File: src/rtl/exc_ctrl.sv
// Exception/interrupt sequencer: arbitrates exception and return requests,
// drains the memory stage, writes EPC/Cause/EXL and redirects the PC.
module exc_ctrl #(
  parameter logic [29:0] VEC_ADDR  = 30'h20000060,
  parameter int unsigned DRAIN_MAX = 15
) (
  input  logic        clk,
  input  logic        rst_n,
  input  logic        ov_req,
  input  logic        syscall_req,
  input  logic        eret_req,
  input  logic [5:0]  ext_int,
  input  logic [5:0]  int_mask,
  input  logic        status_ie,
  input  logic        status_exl,
  input  logic [29:0] req_pc,
  input  logic [29:0] epc_in,
  input  logic        pipe_busy,
  output logic        flush,
  output logic        pc_sel,
  output logic [29:0] pc_target,
  output logic        epc_we,
  output logic [29:0] epc_data,
  output logic        cause_we,
  output logic [4:0]  exc_code,
  output logic        exl_set,
  output logic        exl_clr,
  output logic        busy,
  output logic        drain_to
);

  localparam logic [4:0] EXC_INT = 5'd0;
  localparam logic [4:0] EXC_SYS = 5'd8;
  localparam logic [4:0] EXC_OV  = 5'd12;
  localparam logic [3:0] DRAIN_LIM = 4'(DRAIN_MAX);

  typedef enum logic [2:0] {
    S_IDLE   = 3'd0,
    S_DRAIN  = 3'd1,
    S_SAVE   = 3'd2,
    S_VECTOR = 3'd3,
    S_RETURN = 3'd4
  } state_e;

  state_e      state_q, state_d;
  logic [4:0]  code_q, code_d;
  logic [29:0] pc_cap_q, pc_cap_d;
  logic [3:0]  cnt_q, cnt_d;
  logic        drain_to_q, drain_to_d;

  logic        int_pend_s;
  logic [3:0]  cnt_inc_s;

  logic        flush_q, flush_d;
  logic        pc_sel_q, pc_sel_d;
  logic [29:0] pc_target_q, pc_target_d;
  logic        epc_we_q, epc_we_d;
  logic [29:0] epc_data_q, epc_data_d;
  logic        cause_we_q, cause_we_d;
  logic [4:0]  exc_code_q, exc_code_d;
  logic        exl_set_q, exl_set_d;
  logic        exl_clr_q, exl_clr_d;
  logic        busy_q, busy_d;

  assign int_pend_s = status_ie & ~status_exl & (|(ext_int & int_mask));
  assign cnt_inc_s  = cnt_q + 4'd1;

  // Next-state, capture and drain-counter logic; arbitration only in IDLE.
  always_comb begin
    state_d    = state_q;
    code_d     = code_q;
    pc_cap_d   = pc_cap_q;
    cnt_d      = cnt_q;
    drain_to_d = drain_to_q;
    case (state_q)
      S_IDLE: begin
        if (ov_req) begin
          code_d   = EXC_OV;
          pc_cap_d = req_pc;
          cnt_d    = 4'd0;
          state_d  = S_DRAIN;
        end else if (syscall_req) begin
          code_d   = EXC_SYS;
          pc_cap_d = req_pc;
          cnt_d    = 4'd0;
          state_d  = S_DRAIN;
        end else if (int_pend_s) begin
          code_d   = EXC_INT;
          pc_cap_d = req_pc;
          cnt_d    = 4'd0;
          state_d  = S_DRAIN;
        end else if (eret_req) begin
          pc_cap_d = epc_in;
          state_d  = S_RETURN;
        end else begin
          state_d  = S_IDLE;
        end
      end
      S_DRAIN: begin
        cnt_d = cnt_inc_s;
        if (!pipe_busy) begin
          state_d = S_SAVE;
        end else if (cnt_inc_s == DRAIN_LIM) begin
          // Memory stage never went quiet: proceed anyway and flag it.
          state_d    = S_SAVE;
          drain_to_d = 1'b1;
        end else begin
          state_d = S_DRAIN;
        end
      end
      S_SAVE:   state_d = S_VECTOR;
      S_VECTOR: state_d = S_IDLE;
      S_RETURN: state_d = S_IDLE;
      default:  state_d = S_IDLE;
    endcase
  end

  // Output decode from the next state, so the registered outputs line up
  // with the state they describe.
  always_comb begin
    flush_d     = 1'b0;
    pc_sel_d    = 1'b0;
    pc_target_d = 30'd0;
    epc_we_d    = 1'b0;
    epc_data_d  = 30'd0;
    cause_we_d  = 1'b0;
    exc_code_d  = 5'd0;
    exl_set_d   = 1'b0;
    exl_clr_d   = 1'b0;
    busy_d      = 1'b0;
    case (state_d)
      S_IDLE: begin
        busy_d = 1'b0;
      end
      S_DRAIN: begin
        flush_d = 1'b1;
        busy_d  = 1'b1;
      end
      S_SAVE: begin
        flush_d    = 1'b1;
        busy_d     = 1'b1;
        epc_we_d   = 1'b1;
        epc_data_d = pc_cap_d;
        cause_we_d = 1'b1;
        exc_code_d = code_d;
        exl_set_d  = 1'b1;
      end
      S_VECTOR: begin
        flush_d     = 1'b1;
        busy_d      = 1'b1;
        pc_sel_d    = 1'b1;
        pc_target_d = VEC_ADDR;
      end
      S_RETURN: begin
        flush_d     = 1'b1;
        busy_d      = 1'b1;
        pc_sel_d    = 1'b1;
        exl_clr_d   = 1'b1;
        pc_target_d = pc_cap_d;
      end
      default: begin
        busy_d = 1'b0;
      end
    endcase
  end

  // State, capture and counter registers.
  always_ff @(posedge clk or negedge rst_n) begin
    if (!rst_n) begin
      state_q    <= S_IDLE;
      code_q     <= 5'd0;
      pc_cap_q   <= 30'd0;
      cnt_q      <= 4'd0;
      drain_to_q <= 1'b0;
    end else begin
      state_q    <= state_d;
      code_q     <= code_d;
      pc_cap_q   <= pc_cap_d;
      cnt_q      <= cnt_d;
      drain_to_q <= drain_to_d;
    end
  end

  // Output registers.
  always_ff @(posedge clk or negedge rst_n) begin
    if (!rst_n) begin
      flush_q     <= 1'b0;
      pc_sel_q    <= 1'b0;
      pc_target_q <= 30'd0;
      epc_we_q    <= 1'b0;
      epc_data_q  <= 30'd0;
      cause_we_q  <= 1'b0;
      exc_code_q  <= 5'd0;
      exl_set_q   <= 1'b0;
      exl_clr_q   <= 1'b0;
      busy_q      <= 1'b0;
    end else begin
      flush_q     <= flush_d;
      pc_sel_q    <= pc_sel_d;
      pc_target_q <= pc_target_d;
      epc_we_q    <= epc_we_d;
      epc_data_q  <= epc_data_d;
      cause_we_q  <= cause_we_d;
      exc_code_q  <= exc_code_d;
      exl_set_q   <= exl_set_d;
      exl_clr_q   <= exl_clr_d;
      busy_q      <= busy_d;
    end
  end

  assign flush     = flush_q;
  assign pc_sel    = pc_sel_q;
  assign pc_target = pc_target_q;
  assign epc_we    = epc_we_q;
  assign epc_data  = epc_data_q;
  assign cause_we  = cause_we_q;
  assign exc_code  = exc_code_q;
  assign exl_set   = exl_set_q;
  assign exl_clr   = exl_clr_q;
  assign busy      = busy_q;
  assign drain_to  = drain_to_q;

endmodule

File: config.mk
export PLATFORM = sky130hd
export DESIGN_NAME = exc_ctrl
export DESIGN_NICKNAME = d
export VERILOG_FILES = /design/src/rtl/exc_ctrl.sv
export SDC_FILE = /design/constraint.sdc
export NUM_CORES = 1
export LEC_CHECK = 0
export CAP_MARGIN = 20
export CORE_ASPECT_RATIO = 0.6
export CORE_UTILIZATION = 35
export CTS_CLUSTER_SIZE = 8
export DETAILED_ROUTE_END_ITERATION = 16
export GPL_TIMING_DRIVEN = 0
export HOLD_SLACK_MARGIN = 0.08
export SYNTH_ARGS = -nofsm -noshare
export SYNTH_HDL_FRONTEND = slang
export SYNTH_SLANG_ARGS = --single-unit
File: constraint.sdc
create_clock -name clk -period 4 [get_ports clk]
set_clock_uncertainty 0.1 [all_clocks]
set_input_delay 0.4 -clock clk [delete_from_list [all_inputs] [get_ports clk]]
set_output_delay 0.4 -clock clk [all_outputs]
set_load 0.02 [all_outputs]
After elaboration in Yosys (flattened, before gate mapping):

Index checks and enable logic that the tools add are counted.

* shift operators: 0
* magnitude comparators: 0
* bitwise operators: 4
* $add $sub $neg: 1
* multiply operators: 0
* mux-type cells: 27
* equality and inequality tests: 8
* divide/modulo/power cells: 0
* reduce and logical (&&, ||, !) cells: 7

Operator list (count)
* $mux 30: 6
* $pmux 30 s2: 1
* $mux 5: 5
* $mux 3: 4
* $mux 4: 3
* $eq 3x2->1 const B: 3
* $pmux 3 s3: 1
* $pmux 4 s2: 1
* $and 6x6->6: 1
* $eq 3x1->1 const B: 2
* $reduce_or 6->1: 1
* $add 4x1->4 const B: 1
* $eq 4x4->1 const B: 1
* $mux 1: 4
* $mux 2: 2
* $ne 4x4->1 const B: 1
* $reduce_or 4->1: 1
* $eq 3x3->1 const B: 1
* $logic_not 3->1: 1
* $reduce_and 3->1: 1
* $and 1x1->1: 2
* $reduce_and 2->1: 1
* $reduce_bool 2->1: 1
* $reduce_or 2->1: 1
* $not 1->1: 1

* bits in writable memories: 0
* flip-flop bits (word level): 112
* bits in latches: 0
* word-level logic and storage cells: 59
* memories kept: 0
* input port bits: 80
* ROM bits: 0
* output and inout port bits: 73

Longest topological paths before layout:

Gate-level depths: netlist of the first run.

* depth after elaboration: 10
* mapped depth: 8
* mapped depth without buffers: 6

Worst setup path before layout of the first run:

OpenSTA, ideal clock, no wires.

* kind: register to register
* start point: reg state_q[0]
* end point: reg pc_cap_q[10]
* buffers on the path: 3
* required time: 3777 ps
* clock period less this slack: 1880 ps
* data arrival time: 1657 ps
* slack: 2120 ps
* stages on the path, launching flop included: 8
* setup time: 123 ps
* cells stage by stage: dfrtp_1 buf_6 nor3_4 nand2_1 or3_1 buf_6 buf_6 o221a_1

* word-level cells in the longest chain between the ends: 2

Ends and longest elaborated chain
* start: declaration: line 45 `state_e state_q, state_d;`
* start signal: assignment: line 176 `state_q <= state_d;`
* $logic_not 3->1: line 75 `case (state_q)`
* $mux 30: line 75
* named net pc_cap_d[10]: line 47 `logic [29:0] pc_cap_q, pc_cap_d;`
* end signal: assignment: line 178 `pc_cap_q <= pc_cap_d;`
* end: declaration: line 47

The timed path passes the listed nets, and every way through them passes these cells.
A chain may end at the register's enable or synchronous reset.

Worst setup path after layout of the first run:

* start point: in ext_int[1]
* end point: reg epc_data_q[12], in the netlist epc_data[12]

* word-level cells in the longest chain between the ends: 9
* elaborated cells between the ends (all ways): 13
* classes of those cells: eq/ne (1); mux (9); bitwise (2); reduce/logical (1)

Ends and longest elaborated chain
* start: declaration: line 12 `input logic [5:0] ext_int,`
* $and 6x6->6 (*): line 65 `assign int_pend_s = status_ie & ~status_exl & (|(ext_int & int_mask));`
* $reduce_or 6->1 (*): line 65
* $and 1x1->1 (*): line 65
* $mux 3: line 87 `end else if (int_pend_s) begin`
* $mux 3: line 82 `end else if (syscall_req) begin`
* $mux 3: line 77 `if (ov_req) begin`
* $pmux 3 s3: line 75
* $eq 3x2->1: line 131 `case (state_d)`
* $mux 30 (*): line 131
* named net epc_data_d[12]: line 58 `logic [29:0] epc_data_q, epc_data_d;`
* end signal: assignment: line 202 `epc_data_q <= epc_data_d;`
* end: declaration: line 58

The timed path passes the listed nets; every way through them passes the cells marked *.

==> results of run 1 <==
==> logic make-up (layout without fill, tap and decap cells) <==
logic type	count (synthesis)	in the layout	synth area share
flip-flops	112	112	0.624
AO/OA/AOI/OAI	121	121	0.194
buffers and inverters	76	246	0.0782
AND/OR/NAND/NOR	88	88	0.0988
adder cells (fa/ha/maj)	2	2	0.00557
==> worst paths after layout <==
| check | from | endpoint | depth (start not counted) |
|---|---|---|---|
| worst max-delay path | ext_int[1] | epc_data[12] | 7 |
| worst min register to register | drain_to | drain_to | 1 |
| worst min-delay path | drain_to | drain_to | 1 |
| max in group asynchronous | rst_n | cnt_q[1] | 3 |
| min in group asynchronous | rst_n | pc_target[12] | 2 |
| worst max register to register | cnt_q[0] | epc_data[25] | 6 |
==> timing repair <==
item                                   in CTS  in global routing
endpoints found under the hold margin      49                  0
gates resized for setup                     0                  0
hold buffers                                1                  0
==> sequential cells by signal, indices dropped and copies added (netlist names) <==
name / count
pc_sel: 1
drain_to: 1
pc_cap_q: 30
code_q: 5
epc_data: 30
busy: 1
pc_target: 30
cnt_q: 4
exc_code: 5
exl_clr: 1
state_q: 3
exl_set: 1
==> metal layers <==
| layer | GRT usage | vias up | wire length, µm |
|---|---|---|---|
| met3 | 0.0665 | 6 | 990 |
| met2 | 0.273 | 132 | 5130 |
| met5 | 0 | - | 0 |
| met1 | 0.277 | 1665 | 6030 |
| li1 | - | 1676 | - |
| met4 | 0.0404 | 0 | 33 |
==> metrics by stage <==
| step | std cells | setup TNS [ns] | hold WS [ns] | worst slack [ns] |
|---|---|---|---|---|
| final | 734 | 0 | 0.375 | 1.57 |
| after CTS | 734 | 0 | 0.382 | 1.54 |
| after floorplan | 399 | 0 | 0.00441 | 2.12 |
| after global routing | 734 | 0 | 0.401 | 1.35 |
| after detailed placement | 717 | 0 | 0.366 | 1.19 |
| after global placement | 716 | -206.29 | 0.369 | -1.85 |
==> worst reg2reg max path: cells and delay by family (launching register included) <==
family,cells,cell delay (ns)
compound gates,3,0.77
fa+ha+maj,1,0.23
buf+inv,1,0.57
flops,1,0.44
simple gates,1,0.11
==> power by group <==
part | total (W) | internal [W] | leakage, nW | switching, W
Sequential | 0.00163 | 0.00146 | 1.43 | 0.000167
Clock | 0.000893 | 0.000489 | 0.139 | 0.000405
Combinational | 0.00161 | 0.000745 | 1.45 | 0.000867
==> layout by cell type, fill, tap and decap left out, drive strengths merged <==
cell type,Yosys,layout
a22oi,3,3
o211a,1,1
clkdlybuf4s50,0,151
clkinvlp,0,2
a21o,4,4
dfrtp,112,112
and2,29,29
or3,2,2
inv,43,44
o2bb2ai,1,1
a221oi,1,1
o31a,2,2
nand3,1,1
a21boi,1,1
nor4,1,1
bufinv,0,1
nor2,40,40
a21oi,34,34
o221a,30,30
and3b,1,1
a221o,1,1
a22o,4,4
nand2b,1,1
buf,16,18
nand2,6,6
nor2b,1,1
ha,2,2
a41o,1,1
o31ai,2,2
nor3,3,3
clkbuf,17,27
or2,3,3
clkinv,0,2
a311oi,1,1
dlygate4sd3,0,1
o21ai,35,35
==> area by class of cell <==
cell class | count | area share
Sequential cell | 112 | 0.428
Tap cell | 165 | 0.0315
Clock inverter | 6 | 0.0103
Clock buffer | 10 | 0.0349
Buffer | 33 | 0.0290
Timing Repair Buffer | 154 | 0.237
Inverter | 43 | 0.0246
Multi-Input combinational cell | 211 | 0.204
==> reports/summary.md, run 1 <==
The number of synthesized flops with an enable pin was 0; the number of DRC violations after detailed-routing iteration 0 was 133. Registers take 2800 µm². The path class of the tightest hold or removal check is flop to flop. In the final routed layout, each cell accounts on average for 16.6 µm.

After filler insertion, the fill cell instance count of the layout stands at 1080. Data required time of the worst path: 4.15 ns. Measured along the y axis, the die boundary spans 89.8 µm. The delay of the slowest cell on the worst path came out at 0.57 ns. For this run, the top clock speed supported by timing is 0.411 GHz. The max-capacitance violation count is 0, and the critical-path maximum fanout is 10. The total design power was 0.00414 W. The logs give 399 for the number of standard cells after synthesis and 0.34 ns for the later-pin clock latency in the skew report.

For the HPWL after detailed placement, the log shows 8640 µm. Walking the worst path, the cells encountered are clkdlybuf4s50_1 -> a22oi_1 -> a311oi_1 -> buf_2 -> o31ai_1 -> clkbuf_1 -> a21oi_1. The die is 148 µm wide.

The net count of the finished layout is 646. The post-CTS setup buffer count came out at 0. The run gives 0.366 as the starting density of the core.

After detailed routing, the number of remaining DRC violations is 0. The run gives 0 as the initial antenna violation count. The total routing resource utilization after global routing is 0.191, and the headroom to the max-slew limit is 0.555. Async set-or-reset flop fraction in the synthesized netlist: 1.00. Entering global routing, the biggest net connects 64 pins. For the maximum ir drop on the vdd rail, the log shows 299 µV. The total of endpoints with negative setup slack in the final report was 0; the number of synthesized register bits was 112. The area inside the core boundary is 12300 µm², and the final worst-path cycle share is 0.608. The worst setup path is of the input pin to flop kind.

The element type at the critical path start is an input pin. The multi-input combinational cells in the finished layout cover a total of 1340 µm². The run gives 38 as the number of library cell types mapped by synthesis. The leading cell type by number of instances after synthesis was dfrtp_1. The reg-to-reg setup timing slack is 1.65 ns.

The share of the core filled with cells was 0.533. At the pin with the least slew margin, the transition time is 0.667 ns. After synthesis, the cell types taking the most area are dfrtp_1 (62%), o221a_1 (7.0%), and2_1 (4.0%).

The first detailed-routing pass took 4 iterations. TritonCTS built the clock tree. Synthesized area per cell: 11.3 µm².

The cell taking the most area after synthesis is dfrtp_1. Summed over all cells, the static leakage comes to 3.03 nW. Netlist area before placement: 4490 µm². The clock sink count is 112, and the global-route wire length before repair is 19100 µm. The CTS buffer count was 9.

The cell class contributing the biggest share of worst-path delay is buffers and inverters. The worst setup path is captured at a flop. The aggregate routed wire length is 12200 µm. The tools report the number of placement rows as 31. The post-synthesis net count was 481; the global placement routability congestion was 0.810. For this run the aggregate overflow at the end of global routing stands at 0. The count of nets left with antenna violations once routing finished came out at 0. Setup repair after global routing left no endpoint under its margin. The floorplan step defined a die boundary enclosing 13300 µm². For this design, the slowest cell found on the critical path is a311oi_1.

The total via count in the routed design is 3479, and the final critical delay including setup and external delays is 2.43 ns. Ranked by instance count, the synthesized netlist is headed by dfrtp_1 (112), inv_1 (42), nor2_1 (40). The logs give 6250 µm² for the placed cell area and 0 for the count of final hold-check violations. Most frequently used flop master after synthesis: dfrtp_1.

The proportion of layout cells with a drive suffix above 1 is 0.0703. The part of the Yosys area used for sequential elements is 0.624. During synthesis, Yosys emitted a total of 0 warnings. The run finished with clean final reports.

The logs give 0 for the max-slew violation count and 2 for the clock tree buffer depth. The H-tree generated during clock tree synthesis spans 3 levels. The post-synthesis to final-layout area growth works out to 45.8%. The tools report the buffer type at the clock tree root as clkbuf_16. The post-detailed-route via-to-cell ratio was 4.74; the number of port buffers was 152.

For the number of global-route vias before repair, the log shows 3512. The proportion of netlist area held by the largest area contributor is 0.624, and the final cell area excluding filler cells is 6550 µm². Dividing total power by cell area gives a power density of 631 nW/µm². The number of buffers and inverters on the critical path is 3.

Data arrives at the worst endpoint at 2.59 ns. The number of antenna diodes in the final layout is 0. The clock-pin transition on the worst setup and hold timing paths works out to 0.07 ns. In this run the count of I/O pins placed on the die edge is 153.
Note: power is estimated with default switching activity, not from simulation.
==> run 2: changes to the inputs <==
--- a/config.mk
+++ b/config.mk
@@ -12,6 +12,7 @@
 export DETAILED_ROUTE_END_ITERATION = 16
 export GPL_TIMING_DRIVEN = 0
 export HOLD_SLACK_MARGIN = 0.08
+export PLACE_DENSITY = 0.67
 export SYNTH_ARGS = -nofsm -noshare
 export SYNTH_HDL_FRONTEND = slang
 export SYNTH_SLANG_ARGS = --single-unit
==> constraint.sdc (replaced) <==
create_clock -name clk -period 2.2 [get_ports clk]
set_clock_uncertainty 0.1 [all_clocks]
set_input_delay 0.22 -clock clk [delete_from_list [all_inputs] [get_ports clk]]
set_output_delay 0.22 -clock clk [all_outputs]
set_load 0.02 [all_outputs]
==> run 2 against run 1 <==
Wire length is 0.54% lower. Clock power up 94%. Design area grew 0.88%. Die area did not move. Total power increased by 85%. Combinational power grew 84%. Sequential share of layout area decreased by 0.37 points. Utilization rose by 0.47 points. Sequential power increased by 82%. Critical endpoint is now pc_cap_q[18]. Largest cell class unchanged.
==> reports/summary.md, run 2 (same netlist as run 1, synthesis figures left out) <==
The flow ran to the end, and the final reports show no timing, DRC or antenna violations. The clock tree buffer depth was 2 (unchanged). Count of antenna-violating nets left after detailed routing: 0 (unchanged).

Count of cells along the worst register-to-register path: 6 (unchanged). The critical path is of the input pin to flop type. Leaving out fill and tap cells, the most frequent cells in the layout are clkdlybuf4s50_1 (151), dfrtp_1 (112), inv_1 (42). The proportion of layout cells with a drive suffix above 1 is 0.0860 (+0.0157), and the number of placement rows is 31 (unchanged). The logs give 648 (+0.31%) for the number of nets at the end of the flow and 0.193 (+0.00241) for the total routing resource utilization after global routing. The number of port buffers works out to 152 (unchanged).

The buffer type at the clock tree root is clkbuf_16. The type of the tightest min-delay check was input pin to flop. The final critical delay including setup and external delays is 2.11 ns.

The cell class contributing the biggest share of worst-path delay is buffers and inverters. The tools report the HPWL after detailed placement as 8920 µm (+3.2%). The number of buffer and inverter stages on the critical path was 3 (unchanged); the deepest level of the CTS H-tree was 3 (unchanged). The register area is 2800 µm² (unchanged). For hold timing, the worst endpoint is pc_target[27].

The starting density of the core was 0.366 (unchanged); the global placement routability congestion was 0.823 (+1.6%). The maximum ir drop on the vdd rail was 591 µV (+97%); the number of DRC violations after detailed-routing iteration 0 was 139 (+4.5%). The tools report the leftover overflow at the end of global routing as 0 (unchanged).

The logs give 717 (unchanged) for the cell count after placement and 0 (unchanged) for the total inserted antenna cells. The tools report the aggregate routed wire length as 12100 µm (-0.54%). The number of optimization iterations in the first detailed-route pass was 5 (+1); the full die area was 13300 µm² (unchanged). The pin count of the biggest net entering global routing came out at 58 (-9.4%). Setup repair after global routing left no endpoint under its margin. The number of remaining DRC errors came out at 0 (unchanged). The logs give 0.34 ns (about the same) for the later-pin clock latency in the skew report and 0 (unchanged) for the count of final hold-check violations.

The overall die width is 148 µm (unchanged). The worst hold path begins at epc_in[27]. The run gives 6250 µm² (unchanged) as the placed cell area. The slowest stage of the critical path belongs to the cell a311oi_2.

The tools report the number of global-route vias before repair as 3668 (+4.4%). The critical path data arrival time came out at 2.23 ns (-0.36 ns). The tools report the type of element capturing the critical path as a flop.

Clock-pin transition on the worst setup and hold timing paths: 0.07 ns (about the same). The combined area of the multi-input logic cells was 1350 µm² (+1.0%); the final worst-path cycle share was 0.959. The post-route non-filler standard cell count was 735 (+0.14%).

Headroom to the max-slew limit: 0.518 (-0.0372). Leading cell type in the layout, fill and taps excluded: clkdlybuf4s50_1. The reg-to-reg setup timing slack came out at 0.26 ns (-1.39 ns). The max-capacitance violation count was 0 (unchanged). The signal on the critical path passes through clkdlybuf4s50_1 -> a22oi_1 -> a311oi_2 -> buf_2 -> clkbuf_1 -> o21ai_0 -> o221a_1. TritonCTS built the clock tree.

Total of endpoints with negative setup slack in the final report: 0 (unchanged). The tools report the global-route wire length before repair as 19600 µm (+2.3%). The run gives 153 (unchanged) as the top-level I/O count.

Source of the worst register-to-register timing path: cnt_q[0]. Post-detailed-route via-to-cell ratio: 4.83 (+1.8%). The data required time of the worst path is 2.32 ns (-1.83 ns), and the delay of the slowest cell on the worst path is 0.46 ns (-0.11 ns). The critical-path maximum fanout is 10 (unchanged).

The count of cells along the worst hold path works out to 2 (+1). The detailed-route wire length per cell is 16.5 µm (-0.68%), and the area inside the core boundary is 12300 µm² (unchanged). The tools report the reg-to-reg endpoint as epc_data[19]. The logs give 0.370 ns (-0.00490 ns) for the post-route worst hold slack and 3547 (+2.0%) for the total via count in the routed design. The initial antenna violation count was 0 (unchanged). The clock sink count was 112 (unchanged); the post-synthesis to final-layout area growth was 47.1%.

The run gives 3.06 nW (+1.2%) as the standby leakage power. The overall die height is 89.8 µm (unchanged). The final cell area excluding filler cells was 6610 µm² (+0.88%).

The run gives 0 (unchanged) as the max-slew violation count. The tools report the element type at the critical path start as an input pin. The top achievable clock speed is 0.474 GHz, and the transition time at the pin with the least slew margin is 0.723 ns (+0.0557 ns). The number of filler cells placed in the layout was 1069 (-1.0%). CTS buffer count: 9 (unchanged). The power density of the placed cells came out at 1160 nW/µm² (+83%). The run gives 0.00765 W (+85%) as the total design power.
-- run 2: layer usage --
layer | vias to the layer above | track usage | wire length, µm
met2 | 135 | 0.288 | 5130
li1 | 1690 | - | -
met3 | 15 | 0.0726 | 1060
met1 | 1707 | 0.268 | 5810
met5 | - | 0 | 0
met4 | 0 | 0.0387 | 112
-- run 2: metrics by stage --
step / utilization / setup WS, ns / setup TNS (ns)
2_1_floorplan: - / 0.320 / 0
3_3_place_gp: 0.506 / -3.35 / -405.34
3_5_place_dp: 0.508 / -0.471 / -29.07
4_1_cts: 0.535 / -0.0122 / -0.0397
5_1_grt: 0.538 / 0.0213 / 0
6_report: 0.538 / 0.0909 / 0
-- run 2: timing repair --
| action | in CTS | in global routing |
|---|---|---|
| pin swaps | 0 | 2 |
| hold buffers | 1 | 0 |
| endpoints found under the hold margin | 55 | 0 |
| resized for setup | 3 | 9 |
| buffers inserted | 0 | 2 |
| endpoints found under the setup margin | 59 | 54 |
| cloned | 0 | 0 |
-- run 2: area by class of cell --
cell class	count	share of cell area
inverter	43	0.0244
sequential	112	0.424
clock buffer	9	0.0341
clock inverter	6	0.0140
timing repair buffer	156	0.238
multi-input combinational	211	0.205
tap	165	0.0312
buffer	33	0.0299
-- run 2: report_power, final --
group          internal (W)  leakage [nW]  switching [W]
logic               0.00139          1.48        0.00157
registers           0.00266          1.43       0.000298
clock network      0.000998         0.148       0.000730
total               0.00505          3.06        0.00260
-- run 2: worst max path at each step --
stage	from	endpoint	slack, ns	cells past startpoint
6_report	ext_int[0]	pc_cap_q[18]	0.09	7
5_1_grt	ext_int[3]	pc_cap_q[18]	0.02	7
4_1_cts	cnt_q[0]	exl_set	-0.01	6
3_5_place_dp	ext_int[1]	pc_cap_q[12]	-0.47	7
3_3_place_gp	rst_n	exc_code[4]	-3.35	1
2_1_floorplan	state_q[0]	pc_cap_q[10]	0.32	7
-- run 2: worst reg2reg max path: stages (launching register included) --
cell      delay (ns)
dfrtp_1         0.44
ha_1            0.24
nand2b_1        0.12
o21ai_0         0.17
o21ai_4         0.33
clkbuf_2        0.33
a21oi_1         0.08
==> RTL change (settings of run 2) <==
Re-encode `state_e` (5 states) as one-hot, 5 bits wide.
--- a/src/rtl/exc_ctrl.sv
+++ b/src/rtl/exc_ctrl.sv
@@ -36,8 +36,8 @@
 
-  typedef enum logic [2:0] {
-    S_IDLE   = 3'd0,
-    S_DRAIN  = 3'd1,
-    S_SAVE   = 3'd2,
-    S_VECTOR = 3'd3,
-    S_RETURN = 3'd4
+  typedef enum logic [4:0] {
+    S_IDLE   = 5'b00001,
+    S_DRAIN  = 5'b00010,
+    S_SAVE   = 5'b00100,
+    S_VECTOR = 5'b01000,
+    S_RETURN = 5'b10000
   } state_e;
Check against the original RTL: same outputs for any inputs over 10 cycles, from zero or initial values and one cycle with rst_n low; not proved beyond that.
==> RTL change against run 2 <==
The run now ends with setup timing left; power increased by 4.7%; sequential power decreased by 6.8%; die area decreased by 0.93%; critical path type is now reg -> reg; wire length increased by 13%; global-route usage increased by 2.7 points; utilization increased by 4.3 points; area after synthesis decreased by 0.95%; critical path depth decreased by 2; sequential cell count increased by 2; final area increased by 7.4%; maximum frequency decreased by 6.8%; setup slack got worse by 150 ps.
==> RTL change: results (changes against run 2) <==
\begin{tabular}{lr}
\hline
Metric & Value \\
\hline
\multicolumn{2}{l}{\textbf{STA}} \\
Total negative setup slack & -1820 ps (-1820 ps) \\
Total of endpoints with negative setup slack in the final report & 53 (+53) \\
Smallest hold slack & 274 ps (-96.0 ps) \\
Final worst slack & -63.2 ps (-154 ps) \\
\multicolumn{2}{l}{\textbf{Critical path}} \\
Signal arrival time at the worst endpoint & 2500 ps (+270 ps) \\
Stage delay of the slowest cell on the critical path & 580 ps (+120 ps) \\
Count of cells along the worst register-to-register path & 5 (-1) \\
\multicolumn{2}{l}{\textbf{Cells and area}} \\
CLK BUF & 17 (+8) \\
Final core area utilization & 0.581 (+0.0434) \\
Multi-In Gates & 186 (-12\%) \\
Total of fill cells in the finished design & 1,041 (-2.6\%) \\
Sequential portion of the cell area & 0.402 (-0.0219) \\
Area of the multi-input gates & 1390 sq um (+2.7\%) \\
Non-clock buffer count & 187 (-1.1\%) \\
Ratio of cells with drive above 1 in the final layout & 0.179 (+0.0927) \\
NonClk Buf Share & 0.256 (-0.0117) \\
Clock-cell share of area & 0.0834 (+0.0353) \\
\multicolumn{2}{l}{\textbf{Drt}} \\
Vias per cell & 4.88 (+1.2\%) \\
Detailed-routing iteration count for the pre-antenna-repair pass & 4 (-1) \\
Total detailed-routing wirelength & 13.7 mm (+13\%) \\
\multicolumn{2}{l}{\textbf{Worst hold path}} \\
Hold Path Origin & req\_pc[3] \\
\multicolumn{2}{l}{\textbf{Power}} \\
Worst IR drop on VDD & 0.639 mV (+8.1\%) \\
Leakage power summed over all cells & 3.34 nW (+8.9\%) \\
Combinational share of power & 0.313 (-0.075) \\
Switching Power & 2.58 mW (-0.62\%) \\
\multicolumn{2}{l}{\textbf{Global routing}} \\
Met3 global-route usage & 0.0781 (+0.00547) \\
Number of global-route vias before repair & 3,859 (+5.2\%) \\
Largest net degree at the start of global routing & 59 (+1.7\%) \\
First-pass GRT wire length & 21.1 mm (+7.9\%) \\
Met2 usage & 0.346 (+0.0581) \\
\multicolumn{2}{l}{\textbf{Placement}} \\
DP Wirelength & 9.41 mm (+5.5\%) \\
\# placed instances & 710 (-0.98\%) \\
Total cell area at the placement stage & 6200 sq um (-0.68\%) \\
Pre-CTS worst setup slack & -588 ps (-117 ps) \\
RePlAce Congestion & 0.788 (-4.2\%) \\
\multicolumn{2}{l}{\textbf{Logic synthesis}} \\
Synth unique cells & 40 (+5.3\%) \\
Mapped Cells & 392 (-1.8\%) \\
Dominant cells by area after synthesis & sky130\_fd\_sc\_hd\_\_dfrtp\_1 64\%, sky130\_fd\_sc\_hd\_\_inv\_1 5.4\%, sky130\_fd\_sc\_hd\_\_a221oi\_1 5.1\% \\
Synthesized-area fraction occupied by xor and xnor cells & 0.00197 (+0.00197) \\
\multicolumn{2}{l}{\textbf{Run status}} \\
Failing checks & setup timing \\
Outcome & complete, but fails checks \\
\multicolumn{2}{l}{\textbf{CTS}} \\
CTS sink cnt & 114 (+1.8\%) \\
Post-CTS Resized & 56 (+53) \\
Later-pin clock latency in the skew report & 410 ps (+70 ps) \\
\hline
\end{tabular}
## RTL change: changes by cell type after synthesis, sizes merged, moves of 3 or more
cell	before	now
nor3	3	31
o21ai	35	7
buf	16	13
nor3b	0	3
a22o	4	1
inv	43	64
a211oi	0	8
nor2b	1	5
a221oi	1	26
o221a	30	0
nand2	6	9
nor2	40	5
## RTL change: how the worst max path moves through the flow
stage	to	slack, ps	from	cells past startpoint
2_1_floorplan	pc_cap_q[0]	50	state_q[0]	6
3_3_place_gp	epc_data[10]	-3410	rst_n	1
3_5_place_dp	epc_data[19]	-590	ext_int[2]	6
4_1_cts	pc_target[1]	-90	state_q[0]	6
5_1_grt	pc_target[26]	-140	state_q[0]	5
6_report	pc_target[11]	-60	state_q[0]	5
## RTL change: per-layer routing
layer / wire [um] / up-vias
met5: 0 / -
met4: 115 / 0
met3: 1220 / 13
met2: 6210 / 146
met1: 6110 / 1809
li1: - / 1681
